## src/rtl/axi4_lite_regbank_if.sv

```systemverilog
// AXI4-Lite slave-side bundle for axi4_lite_regbank: AW/W/B write channels and AR/R read channels.
// master modport drives requests and response-readies; slave modport drives readies and responses.
interface axi4_lite_regbank_if #(
  parameter int ADDRESS    = 32,
  parameter int DATA_WIDTH = 32
);
  logic [ADDRESS-1:0]      S_AWADDR;
  logic                    S_AWVALID;
  logic                    S_AWREADY;
  logic [DATA_WIDTH-1:0]   S_WDATA;
  logic [DATA_WIDTH/8-1:0] S_WSTRB;
  logic                    S_WVALID;
  logic                    S_WREADY;
  logic [1:0]              S_BRESP;
  logic                    S_BVALID;
  logic                    S_BREADY;
  logic [ADDRESS-1:0]      S_ARADDR;
  logic                    S_ARVALID;
  logic                    S_ARREADY;
  logic [DATA_WIDTH-1:0]   S_RDATA;
  logic [1:0]              S_RRESP;
  logic                    S_RVALID;
  logic                    S_RREADY;

  modport master (
    output S_AWADDR, S_AWVALID, S_WDATA, S_WSTRB, S_WVALID, S_BREADY,
    output S_ARADDR, S_ARVALID, S_RREADY,
    input  S_AWREADY, S_WREADY, S_BRESP, S_BVALID,
    input  S_ARREADY, S_RDATA, S_RRESP, S_RVALID
  );

  modport slave (
    input  S_AWADDR, S_AWVALID, S_WDATA, S_WSTRB, S_WVALID, S_BREADY,
    input  S_ARADDR, S_ARVALID, S_RREADY,
    output S_AWREADY, S_WREADY, S_BRESP, S_BVALID,
    output S_ARREADY, S_RDATA, S_RRESP, S_RVALID
  );
endinterface

```

## src/rtl/axi4_lite_regbank.sv

```systemverilog
// Parametrised AXI4-Lite register bank: B one cycle after the later AW/W handshake, R one cycle after AR;
// responses hold until BREADY/RREADY with readies low. Define AXIL_RO_ID_EN to make reg 0 a read-only ID.
module axi4_lite_regbank #(
  parameter int          ADDRESS    = 32,
  parameter int          DATA_WIDTH = 32,
  parameter int          NUM_REGS   = 32,
  parameter logic [31:0] ID_VALUE   = 32'hA11E_0001
) (
  input logic ACLK,
  input logic ARESETN,
  axi4_lite_regbank_if.slave s_axi
);
  localparam int STRB_W = DATA_WIDTH / 8;
  localparam int LSB    = $clog2(STRB_W);
  localparam int IDX_W  = $clog2(NUM_REGS);

  localparam logic [1:0] RESP_OKAY   = 2'b00;
  localparam logic [1:0] RESP_SLVERR = 2'b10;

  typedef enum logic {W_IDLE, W_RESP} w_state_e;
  typedef enum logic {R_IDLE, R_DATA} r_state_e;
  typedef logic [DATA_WIDTH-1:0] word_t;

  w_state_e             w_state_q, w_state_d;
  logic                 aw_held_q, aw_held_d;
  logic                 w_held_q, w_held_d;
  logic [ADDRESS-1:0]   awaddr_q, awaddr_d;
  word_t                wdata_q, wdata_d;
  logic [STRB_W-1:0]    wstrb_q, wstrb_d;
  logic                 bvalid_q, bvalid_d;
  logic [1:0]           bresp_q, bresp_d;
  word_t                regs_q [NUM_REGS];
  word_t                regs_d [NUM_REGS];

  r_state_e             r_state_q, r_state_d;
  logic                 rvalid_q, rvalid_d;
  word_t                rdata_q, rdata_d;
  logic [1:0]           rresp_q, rresp_d;

  logic                 aw_hs, w_hs, ar_hs;
  logic [ADDRESS-1:0]   cur_addr;
  word_t                cur_data;
  logic [STRB_W-1:0]    cur_strb;
  logic [IDX_W-1:0]     wr_idx, rd_idx;
  logic                 wr_ok;
  logic                 rd_in_range;
  word_t                rd_val;

  function automatic logic in_range(input logic [ADDRESS-1:0] a);
    return (64'(a) >> LSB) < 64'(NUM_REGS);
  endfunction

  function automatic logic [IDX_W-1:0] reg_idx(input logic [ADDRESS-1:0] a);
    return IDX_W'(a >> LSB);
  endfunction

  // Readies are gated by reset so every output reads 0 while ARESETN is low.
  assign s_axi.S_AWREADY = ARESETN && (w_state_q == W_IDLE) && !aw_held_q;
  assign s_axi.S_WREADY  = ARESETN && (w_state_q == W_IDLE) && !w_held_q;
  assign s_axi.S_ARREADY = ARESETN && (r_state_q == R_IDLE);
  assign s_axi.S_BVALID  = bvalid_q;
  assign s_axi.S_BRESP   = bresp_q;
  assign s_axi.S_RVALID  = rvalid_q;
  assign s_axi.S_RDATA   = rdata_q;
  assign s_axi.S_RRESP   = rresp_q;

  assign aw_hs = s_axi.S_AWVALID && s_axi.S_AWREADY;
  assign w_hs  = s_axi.S_WVALID  && s_axi.S_WREADY;
  assign ar_hs = s_axi.S_ARVALID && s_axi.S_ARREADY;

  // A channel still open this cycle supplies its payload straight from the bus.
  assign cur_addr = aw_held_q ? awaddr_q : s_axi.S_AWADDR;
  assign cur_data = w_held_q  ? wdata_q  : s_axi.S_WDATA;
  assign cur_strb = w_held_q  ? wstrb_q  : s_axi.S_WSTRB;
  assign wr_idx   = reg_idx(cur_addr);
  assign rd_idx   = reg_idx(s_axi.S_ARADDR);
  assign rd_in_range = in_range(s_axi.S_ARADDR);

`ifdef AXIL_RO_ID_EN
  assign wr_ok  = in_range(cur_addr) && (wr_idx != '0);
  assign rd_val = !rd_in_range     ? '0 :
                  (rd_idx == '0)   ? DATA_WIDTH'(ID_VALUE) : regs_q[rd_idx];
`else
  logic unused_id_value;
  assign unused_id_value = ^ID_VALUE;
  assign wr_ok  = in_range(cur_addr);
  assign rd_val = rd_in_range ? regs_q[rd_idx] : '0;
`endif

  always_comb begin
    w_state_d = w_state_q;
    aw_held_d = aw_held_q;
    w_held_d  = w_held_q;
    awaddr_d  = awaddr_q;
    wdata_d   = wdata_q;
    wstrb_d   = wstrb_q;
    bvalid_d  = bvalid_q;
    bresp_d   = bresp_q;
    regs_d    = regs_q;
    case (w_state_q)
      W_IDLE: begin
        if (aw_hs) begin
          aw_held_d = 1'b1;
          awaddr_d  = s_axi.S_AWADDR;
        end
        if (w_hs) begin
          w_held_d = 1'b1;
          wdata_d  = s_axi.S_WDATA;
          wstrb_d  = s_axi.S_WSTRB;
        end
        if ((aw_held_q || aw_hs) && (w_held_q || w_hs)) begin
          aw_held_d = 1'b0;
          w_held_d  = 1'b0;
          bvalid_d  = 1'b1;
          w_state_d = W_RESP;
          if (wr_ok) begin
            bresp_d = RESP_OKAY;
            for (int b = 0; b < STRB_W; b++) begin
              if (cur_strb[b]) regs_d[wr_idx][8*b +: 8] = cur_data[8*b +: 8];
            end
          end else begin
            bresp_d = RESP_SLVERR;
          end
        end
      end
      W_RESP: begin
        if (s_axi.S_BREADY) begin
          bvalid_d  = 1'b0;
          bresp_d   = RESP_OKAY;
          w_state_d = W_IDLE;
        end
      end
      default: w_state_d = W_IDLE;
    endcase
  end

  // Reads sample regs_q, so an AR coinciding with a commit sees the pre-write value.
  always_comb begin
    r_state_d = r_state_q;
    rvalid_d  = rvalid_q;
    rdata_d   = rdata_q;
    rresp_d   = rresp_q;
    case (r_state_q)
      R_IDLE: begin
        if (ar_hs) begin
          rvalid_d  = 1'b1;
          rdata_d   = rd_val;
          rresp_d   = rd_in_range ? RESP_OKAY : RESP_SLVERR;
          r_state_d = R_DATA;
        end
      end
      R_DATA: begin
        if (s_axi.S_RREADY) begin
          rvalid_d  = 1'b0;
          rdata_d   = '0;
          rresp_d   = RESP_OKAY;
          r_state_d = R_IDLE;
        end
      end
      default: r_state_d = R_IDLE;
    endcase
  end

  always_ff @(posedge ACLK or negedge ARESETN) begin
    if (!ARESETN) begin
      w_state_q <= W_IDLE;
      aw_held_q <= 1'b0;
      w_held_q  <= 1'b0;
      awaddr_q  <= '0;
      wdata_q   <= '0;
      wstrb_q   <= '0;
      bvalid_q  <= 1'b0;
      bresp_q   <= RESP_OKAY;
      regs_q    <= '{default: '0};
      r_state_q <= R_IDLE;
      rvalid_q  <= 1'b0;
      rdata_q   <= '0;
      rresp_q   <= RESP_OKAY;
    end else begin
      w_state_q <= w_state_d;
      aw_held_q <= aw_held_d;
      w_held_q  <= w_held_d;
      awaddr_q  <= awaddr_d;
      wdata_q   <= wdata_d;
      wstrb_q   <= wstrb_d;
      bvalid_q  <= bvalid_d;
      bresp_q   <= bresp_d;
      regs_q    <= regs_d;
      r_state_q <= r_state_d;
      rvalid_q  <= rvalid_d;
      rdata_q   <= rdata_d;
      rresp_q   <= rresp_d;
    end
  end
endmodule

```

## src/flat_wrapper.sv

```systemverilog
// flat-port wrapper written by rule: the top's interface ports become plain ports
module axi4_lite_regbank_flat 
#(
  parameter int          ADDRESS    = 32,
  parameter int          DATA_WIDTH = 32,
  parameter int          NUM_REGS   = 32,
  parameter logic [31:0] ID_VALUE   = 32'hA11E_0001
)
  (ACLK, ARESETN, s_axi_S_AWADDR, s_axi_S_AWVALID, s_axi_S_WDATA, s_axi_S_WSTRB, s_axi_S_WVALID, s_axi_S_BREADY, s_axi_S_ARADDR, s_axi_S_ARVALID, s_axi_S_RREADY, s_axi_S_AWREADY, s_axi_S_WREADY, s_axi_S_BRESP, s_axi_S_BVALID, s_axi_S_ARREADY, s_axi_S_RDATA, s_axi_S_RRESP, s_axi_S_RVALID);
  axi4_lite_regbank_if #(.ADDRESS(ADDRESS), .DATA_WIDTH(DATA_WIDTH)) s_axi_i ();
  input logic ACLK;
  input logic ARESETN;
  input wire logic [$bits(s_axi_i.S_AWADDR)-1:0] s_axi_S_AWADDR;
  input wire logic [$bits(s_axi_i.S_AWVALID)-1:0] s_axi_S_AWVALID;
  input wire logic [$bits(s_axi_i.S_WDATA)-1:0] s_axi_S_WDATA;
  input wire logic [$bits(s_axi_i.S_WSTRB)-1:0] s_axi_S_WSTRB;
  input wire logic [$bits(s_axi_i.S_WVALID)-1:0] s_axi_S_WVALID;
  input wire logic [$bits(s_axi_i.S_BREADY)-1:0] s_axi_S_BREADY;
  input wire logic [$bits(s_axi_i.S_ARADDR)-1:0] s_axi_S_ARADDR;
  input wire logic [$bits(s_axi_i.S_ARVALID)-1:0] s_axi_S_ARVALID;
  input wire logic [$bits(s_axi_i.S_RREADY)-1:0] s_axi_S_RREADY;
  output wire logic [$bits(s_axi_i.S_AWREADY)-1:0] s_axi_S_AWREADY;
  output wire logic [$bits(s_axi_i.S_WREADY)-1:0] s_axi_S_WREADY;
  output wire logic [$bits(s_axi_i.S_BRESP)-1:0] s_axi_S_BRESP;
  output wire logic [$bits(s_axi_i.S_BVALID)-1:0] s_axi_S_BVALID;
  output wire logic [$bits(s_axi_i.S_ARREADY)-1:0] s_axi_S_ARREADY;
  output wire logic [$bits(s_axi_i.S_RDATA)-1:0] s_axi_S_RDATA;
  output wire logic [$bits(s_axi_i.S_RRESP)-1:0] s_axi_S_RRESP;
  output wire logic [$bits(s_axi_i.S_RVALID)-1:0] s_axi_S_RVALID;
  assign s_axi_i.S_AWADDR = s_axi_S_AWADDR;
  assign s_axi_i.S_AWVALID = s_axi_S_AWVALID;
  assign s_axi_i.S_WDATA = s_axi_S_WDATA;
  assign s_axi_i.S_WSTRB = s_axi_S_WSTRB;
  assign s_axi_i.S_WVALID = s_axi_S_WVALID;
  assign s_axi_i.S_BREADY = s_axi_S_BREADY;
  assign s_axi_i.S_ARADDR = s_axi_S_ARADDR;
  assign s_axi_i.S_ARVALID = s_axi_S_ARVALID;
  assign s_axi_i.S_RREADY = s_axi_S_RREADY;
  assign s_axi_S_AWREADY = s_axi_i.S_AWREADY;
  assign s_axi_S_WREADY = s_axi_i.S_WREADY;
  assign s_axi_S_BRESP = s_axi_i.S_BRESP;
  assign s_axi_S_BVALID = s_axi_i.S_BVALID;
  assign s_axi_S_ARREADY = s_axi_i.S_ARREADY;
  assign s_axi_S_RDATA = s_axi_i.S_RDATA;
  assign s_axi_S_RRESP = s_axi_i.S_RRESP;
  assign s_axi_S_RVALID = s_axi_i.S_RVALID;
  axi4_lite_regbank #(.ADDRESS(ADDRESS), .DATA_WIDTH(DATA_WIDTH), .NUM_REGS(NUM_REGS), .ID_VALUE(ID_VALUE)) u_core (.ACLK(ACLK), .ARESETN(ARESETN), .s_axi(s_axi_i));
endmodule
```

## config.mk

```make
export PLATFORM = sky130hd
export DESIGN_NAME = axi4_lite_regbank_flat
export DESIGN_NICKNAME = d
export VERILOG_FILES = /design/src/rtl/axi4_lite_regbank_if.sv /design/src/rtl/axi4_lite_regbank.sv /design/src/flat_wrapper.sv
export SDC_FILE = /design/constraint.sdc
export NUM_CORES = 2
export LEC_CHECK = 0
export ABC_AREA = 1
export BUFFER_PORTS_ARGS = -buffer_cell sky130_fd_sc_hd__clkbuf_2
export CAP_MARGIN = 20
export CORE_ASPECT_RATIO = 0.6
export CORE_MARGIN = 1.5
export CORE_UTILIZATION = 30
export DETAILED_ROUTE_END_ITERATION = 10
export PLACE_DENSITY = 0.51
export SYNTH_ARGS = -nofsm -noshare
export SYNTH_HDL_FRONTEND = slang
export SYNTH_SLANG_ARGS = --single-unit
```

## constraint.sdc

```tcl
create_clock -name ACLK -period 3.5 [get_ports ACLK]
set_clock_uncertainty 0.15 [all_clocks]
set_input_delay 0.35 -clock ACLK [delete_from_list [all_inputs] [get_ports ACLK]]
set_output_delay 0.35 -clock ACLK [all_outputs]
set_load 0.005 [all_outputs]
```

Word-level counts from Yosys, hierarchy flattened. Cells that the tools add are included.

Register bits after elaboration: 1134. Word-level logic and storage cells: 138.

Magnitude comparators: 5. Eq/ne operators: 4. Mux-type cells: 59. Bitwise logic cells: 4. Reductions and logical operators: 22.

Operators by type and width (count): two-way mux 1024 bit (13); bitwise mux 1024 bit (4); demux 32 bit (select 5 bit) (4); two-way mux 32 bit (8); binary-select mux 32 bit (select 5 bit) (1); one-hot mux 32 bit (2 select lines) (1); < comparator 30 x 6 -> 1 bit (second input constant) (2); two-way mux 24 bit (1); two-way mux 16 bit (1); >= comparator 6 bit (second input constant) (2); two-way mux 1 bit (12); two-way mux 2 bit (6); inverter 5 -> 6 bit (2); AND reduction 2 bit (6); logical AND 1 bit (9); two-way mux 8 bit (1); one-hot mux 1 bit (2 select lines) (4); one-hot mux 2 bit (2 select lines) (2); < comparator 6 x 1 -> 1 bit (second input constant) (1); inequality test 2 bit (second input constant) (3); two-way mux 4 bit (1); nonzero test 2 bit (2); AND reduction 3 bit (1); logical NOT 1 bit (2); 3 further kinds (5).

Depth between registers and ports, before layout.
Depth in word-level cells: 23. Gate-level depth with buffers: 12. Mapped depth without buffers: 10.

Least setup slack after synthesis. OpenSTA, ideal clock, no wires.

Path kind: register to register. Start point: register u_core.aw_held_q. End point: register u_core.regs_q[896] in the netlist's numbering. Setup time: 0.119 ns. Arrival time: 1.755 ns. Required time: 3.231 ns. Slack: 1.477 ns. Stages on the path, launching flop included: 8. Path buffers: 1. Clock period less this slack: 2.023 ns. Cells stage by stage: dfrtp_1 -> buf_6 -> o21ai_4 -> nand2_8 -> nor2_4 -> nand4_2 -> nand2_1 -> nand2_1.

Longest elaborated chain between the ends: 23. Elaborated cells between the ends (all ways): 34. Those cells by class: order compare (3); mux (23); bitwise (1); reduce/logical (7).

Ends and longest elaborated chain: start, declared (RTL line axi4_lite_regbank.sv:25) `logic aw_held_q, aw_held_d;`; start signal, assigned (RTL line axi4_lite_regbank.sv:181) `aw_held_q <= aw_held_d;`; two-way mux 32 bit (RTL line axi4_lite_regbank.sv:72) `assign cur_addr = aw_held_q ? awaddr_q : s_axi.S_AWADDR;`; inverter 5 -> 6 bit (not written as such) (RTL line axi4_lite_regbank.sv:119) `if (cur_strb[b]) regs_d[wr_idx][8*b +: 8] = cur_data[8*b +: 8];`; >= comparator 6 bit (not written as such) or < comparator 6 x 1 -> 1 bit (tied branches) (RTL line axi4_lite_regbank.sv:119); logical AND 1 bit (not written as such) (RTL line axi4_lite_regbank.sv:119); two-way mux 8 bit (not written as such) (RTL line axi4_lite_regbank.sv:119); demux 32 bit (select 5 bit) (RTL line axi4_lite_regbank.sv:119); bitwise mux 1024 bit (RTL line axi4_lite_regbank.sv:119); two-way mux 1024 bit (RTL line axi4_lite_regbank.sv:119); (+7 left out); two-way mux 1024 bit (RTL line axi4_lite_regbank.sv:100) `case (w_state_q)`; bitwise mux 1024 bit (RTL line axi4_lite_regbank.sv:119); two-way mux 1024 bit (RTL line axi4_lite_regbank.sv:119); two-way mux 1024 bit (RTL line axi4_lite_regbank.sv:116) `if (wr_ok) begin`; two-way mux 1024 bit (RTL line axi4_lite_regbank.sv:111) `if ((aw_held_q || aw_hs) && (w_held_q || w_hs)) begin`; two-way mux 1024 bit (RTL line axi4_lite_regbank.sv:100); bitwise mux 1024 bit (RTL line axi4_lite_regbank.sv:119); two-way mux 1024 bit (RTL line axi4_lite_regbank.sv:119); end signal, assigned (RTL line axi4_lite_regbank.sv:188) `regs_q <= regs_d;`; end, declared (RTL line axi4_lite_regbank.sv:32) `word_t regs_q [NUM_REGS];`.

Several ways; a longest one is shown, not always the timed one. The select of a mux whose other input is x is not followed. A chain may end at the register's enable or synchronous reset.

Worst setup path after layout.
Start point: register u_core.aw_held_q. End point: register u_core.regs_q[89] in the netlist's numbering.

Longest elaborated chain between the ends: 20. Elaborated cells between the ends (all ways): 34. Those cells by class: order compare (3); mux (23); bitwise (1); reduce/logical (7).

Ends and longest elaborated chain (RTL line): two-way mux 32 bit (axi4_lite_regbank.sv:72); inverter 5 -> 6 bit (not written as such) (axi4_lite_regbank.sv:119); demux 32 bit (select 5 bit) (axi4_lite_regbank.sv:119); bitwise mux 1024 bit (axi4_lite_regbank.sv:119); two-way mux 1024 bit (axi4_lite_regbank.sv:119); two-way mux 1024 bit (axi4_lite_regbank.sv:116); two-way mux 1024 bit (axi4_lite_regbank.sv:111); two-way mux 1024 bit (axi4_lite_regbank.sv:100); (+4 left out); two-way mux 1024 bit (axi4_lite_regbank.sv:100); bitwise mux 1024 bit (axi4_lite_regbank.sv:119); two-way mux 1024 bit (axi4_lite_regbank.sv:119); two-way mux 1024 bit (axi4_lite_regbank.sv:116); two-way mux 1024 bit (axi4_lite_regbank.sv:111); two-way mux 1024 bit (axi4_lite_regbank.sv:100); bitwise mux 1024 bit (axi4_lite_regbank.sv:119); two-way mux 1024 bit (axi4_lite_regbank.sv:119).

Several ways; a longest one is shown, not always the timed one. The select of a mux whose other input is x is not followed.

==> reports/qor.csv <==
stage,metric,value,unit
timing,period_share,88.39,%
floorplanning,num_rows,125,
setup_path,start_kind,register,
grt,antenna_found_initial,4,
synthesis,yosys.area.top_type,dfrtp_1,
synthesis,syn_area_per_cell,7.791,µm²
setup_path,cp.required,3.94,ns
floorplanning,die_y,346.4,µm
setup_path,arrival,3.54,ns
clock_network,htreeDepth,3,
clock_network,cts_tree,built,
floorplanning,dieWidth,575.4,µm
synthesis,async_reset_ff_share,100.0,%
synthesis,ys.flop_type,dfrtp_1,
timing,worst_slew_pin_slew,1.182,ns
final_layout,fill_cells,20040,
setup_path,slowest_delay,0.50,ns
clock_network,clkTransAtPathRegs,0.07,ns
power,cellPowerDensity,563.3,nW/µm²
final_layout,area_growth,15.90,%
grt,grt_start_max_net_pins,179,
drt,first_pass_iters,6,
placed_design,dp_hpwl,142000,µm
grt,grt_pass1_wl,353100,µm
timing,setup_tns,0,ns
timing,setup_violations,0,
final_layout,regArea,28280,µm²
clock_network,cts_buffers,111,
floorplanning,boundaryPins,148,
timing,finalHoldViolations,0,
timing,layout_min_cycle_time,3.094,ns
final_layout,multi_input_area,27760,µm²
drt,drc,0,
floorplanning,start_util,30.33,%
timing,fmaxAchievable,0.3232,GHz
timing,slew_headroom,21.21,%
floorplanning,core-area,194400,µm²
synthesis,syn-cell-area,58970,µm²
clock_network,cts_resized,0,
grt,grt_usage,22.94,%
synthesis,synth.distinct_cells,32,
status,status,completed,
drt,vias,56590,
synthesis,synthesis.instances,7569,
timing,rsz0062_at_grt,no,
setup_path,critPathCaptureType,register,
power,p_leak,34.22,nW
worst_hold_path,hold_class,in2reg,
power,ir_worst_vdd,512.3,µV
placed_design,port_buffers,141,
synthesis,synth_edf_count,0,
placed_design,gp_congestion,0.8347,
synthesis,yosys_warnings,0,
final_layout,antenna_cells,0,
setup_path,cp_slowest_cell,o21ai_2,
synthesis,ys_top_cells_by_area,"dfrtp_1 (48%), nand2_1 (21%), nand4_1 (11%)",
synthesis,synth.most_common_cell,nand2_1,
synthesis,ys_ff_latch,1130,
setup_path,cp_max_fo,12,
floorplanning,die-area,199300,µm²
clock_network,cts_buffer_depth,3,
final_layout,drive_above_1_share,11.60,%
synthesis,synth_common_cells,"nand2_1 (3332), dfrtp_1 (1130), nand4_1 (1028), nand3_1 (897), clkbuf_1 (458)",
synthesis,ys_seq_area_share,47.95,%
drt,drt-wirelength-per-cell,22.83,µm
clock_network,clock_latency,0.75,ns
setup_path,critPathKind,reg2reg,
final_layout,final_util,35.16,%
synthesis,synth_top_cell_area_share,47.95,%
drt,vias_per_cell,5.550,
final_layout,nNetsFinal,7607,
clock_network,clock-sinks,1130,
setup_path,cp_cell_sequence,buf_4 -> o21ai_2 -> inv_2 -> nor2_8 -> nand2_4 -> nor2_4 -> buf_4 -> nand4_2 -> nand2_1 -> nand2_1,
drt,wl,232800,µm
clock_network,cts_root_buf,clkbuf_16,
drt,drt-initial-drc-count,7217,
drt,antenna_left,0,
grt,overflow,0,
timing,timing.final.max_slew_violations,0,
grt,grt_pass1_vias,53340,
run,cap_violations,0,
-- cell usage in the layout (no fill, tap or decap), types with 14 or more instances in the layout --
master	n
o21ai_0	87
buf_4	223
buf_12	81
nand4_1	1028
nand2_1	3331
clkinv_2	24
nor2_1	42
inv_1	62
clkbuf_16	112
clkbuf_8	27
nor2_4	21
dfrtp_1	1129
bufinv_16	14
nand3_1	897
nand4_2	84
nor2_8	16
dlygate4sd3_1	75
clkbuf_1	19
nand4_4	43
clkbuf_2	136
o21ai_4	38
a21oi_1	36
-- state kept, by name, summed over array words and instances, names as in the netlist --
signal / cells
u_core.s_axi.S_BRESP: 1
u_core.regs_q: 1024
u_core.r_state_q: 1
u_core.wstrb_q: 4
u_core.w_held_q: 1
u_core.s_axi.S_RVALID: 1
u_core.s_axi.S_RRESP: 1
u_core.s_axi.S_BVALID: 1
u_core.w_state_q: 1
u_core.s_axi.S_RDATA: 32
u_core.aw_held_q: 1
u_core.awaddr_q: 30
u_core.wdata_q: 32
-- cell type report --
type / instances / share of cell area, %
Sequential cell: 1130 / 41.38
Multi-Input combinational cell: 5662 / 40.62
Timing Repair Buffer: 521 / 7.079
Tap cell: 2603 / 4.765
Clock buffer: 158 / 4.749
Clock inverter: 48 / 0.9685
Inverter: 74 / 0.4394
-- critical path, delay by kind of cell (launching register included) --
kind                   cells  cell delay [ns]
AO/OA/AOI/OAI              1             0.50
buffers and inverters      3             0.69
flip-flops                 1             0.46
AND/OR/NAND/NOR            6             1.15
-- worst paths after layout --
path / depth (start not counted) / end / slack (ns) / start
min in group asynchronous: 3 / u_core.regs_q[154] / 0.20 / ARESETN
worst min-delay path: 4 / u_core.s_axi.S_RDATA[28] / 0.12 / s_axi_S_ARADDR[5]
worst max register to register: 10 / u_core.regs_q[89] / 0.41 / u_core.aw_held_q
worst max-delay path: 10 / u_core.regs_q[89] / 0.41 / u_core.aw_held_q
max in group asynchronous: 4 / u_core.regs_q[850] / 1.13 / ARESETN
worst min register to register: 2 / u_core.regs_q[829] / 0.33 / u_core.regs_q[829]
-- logic make-up (layout without fill, tap and decap cells) --
family,after synthesis,after routing,synth area share [%]
buffers and inverters,778,801,5.676
AO/OA/AOI/OAI,165,165,1.490
multiplexers,13,13,0.2483
other,1,2,0.006359
flip-flops,1130,1130,47.95
AND/OR/NAND/NOR,5482,5482,44.63
-- layer usage --
layer	vias to the layer above	part of all wire, %	track usage (%)
met5	-	0.011	0
met4	4	2.1	5.066
met3	272	9.8	5.463
met2	2661	41	31.88
met1	28120	47	35.25
li1	25530	-	-
-- what timing repair did --
action	CTS	global route
hold buffers	75	0
hold endpoints to repair	380	0
buffers inserted	0	0
-- metrics by stage --
stage | instance area, µm² | cells | total power [mW] | hold WS [ns] | setup WS, ns
2_1_floorplan | 58970 | 7570 | 19.81 | -0.09559 | 1.477
4_1_cts | 68290 | 10190 | 38.45 | 0.07839 | 0.4018
3_3_place_gp | 63630 | 9913 | 25.03 | 0.3116 | 0.3971
3_5_place_dp | 63630 | 9913 | 25.11 | 0.3153 | 0.3070
5_1_grt | 68340 | 10200 | 39.76 | 0.1435 | 0.1999
6_report | 68340 | 10200 | 38.50 | 0.1228 | 0.4064
-- power breakdown --
| part | internal [mW] | switching [mW] | total, mW |
|---|---|---|---|
| clock network | 7.49 | 5.77 | 13.3 |
| logic | 2.20 | 9.31 | 11.5 |
| registers | 13.5 | 0.268 | 13.7 |
| total | 23.2 | 15.3 | 38.5 |
No activity file was read; power rests on OpenSTA's default activity.
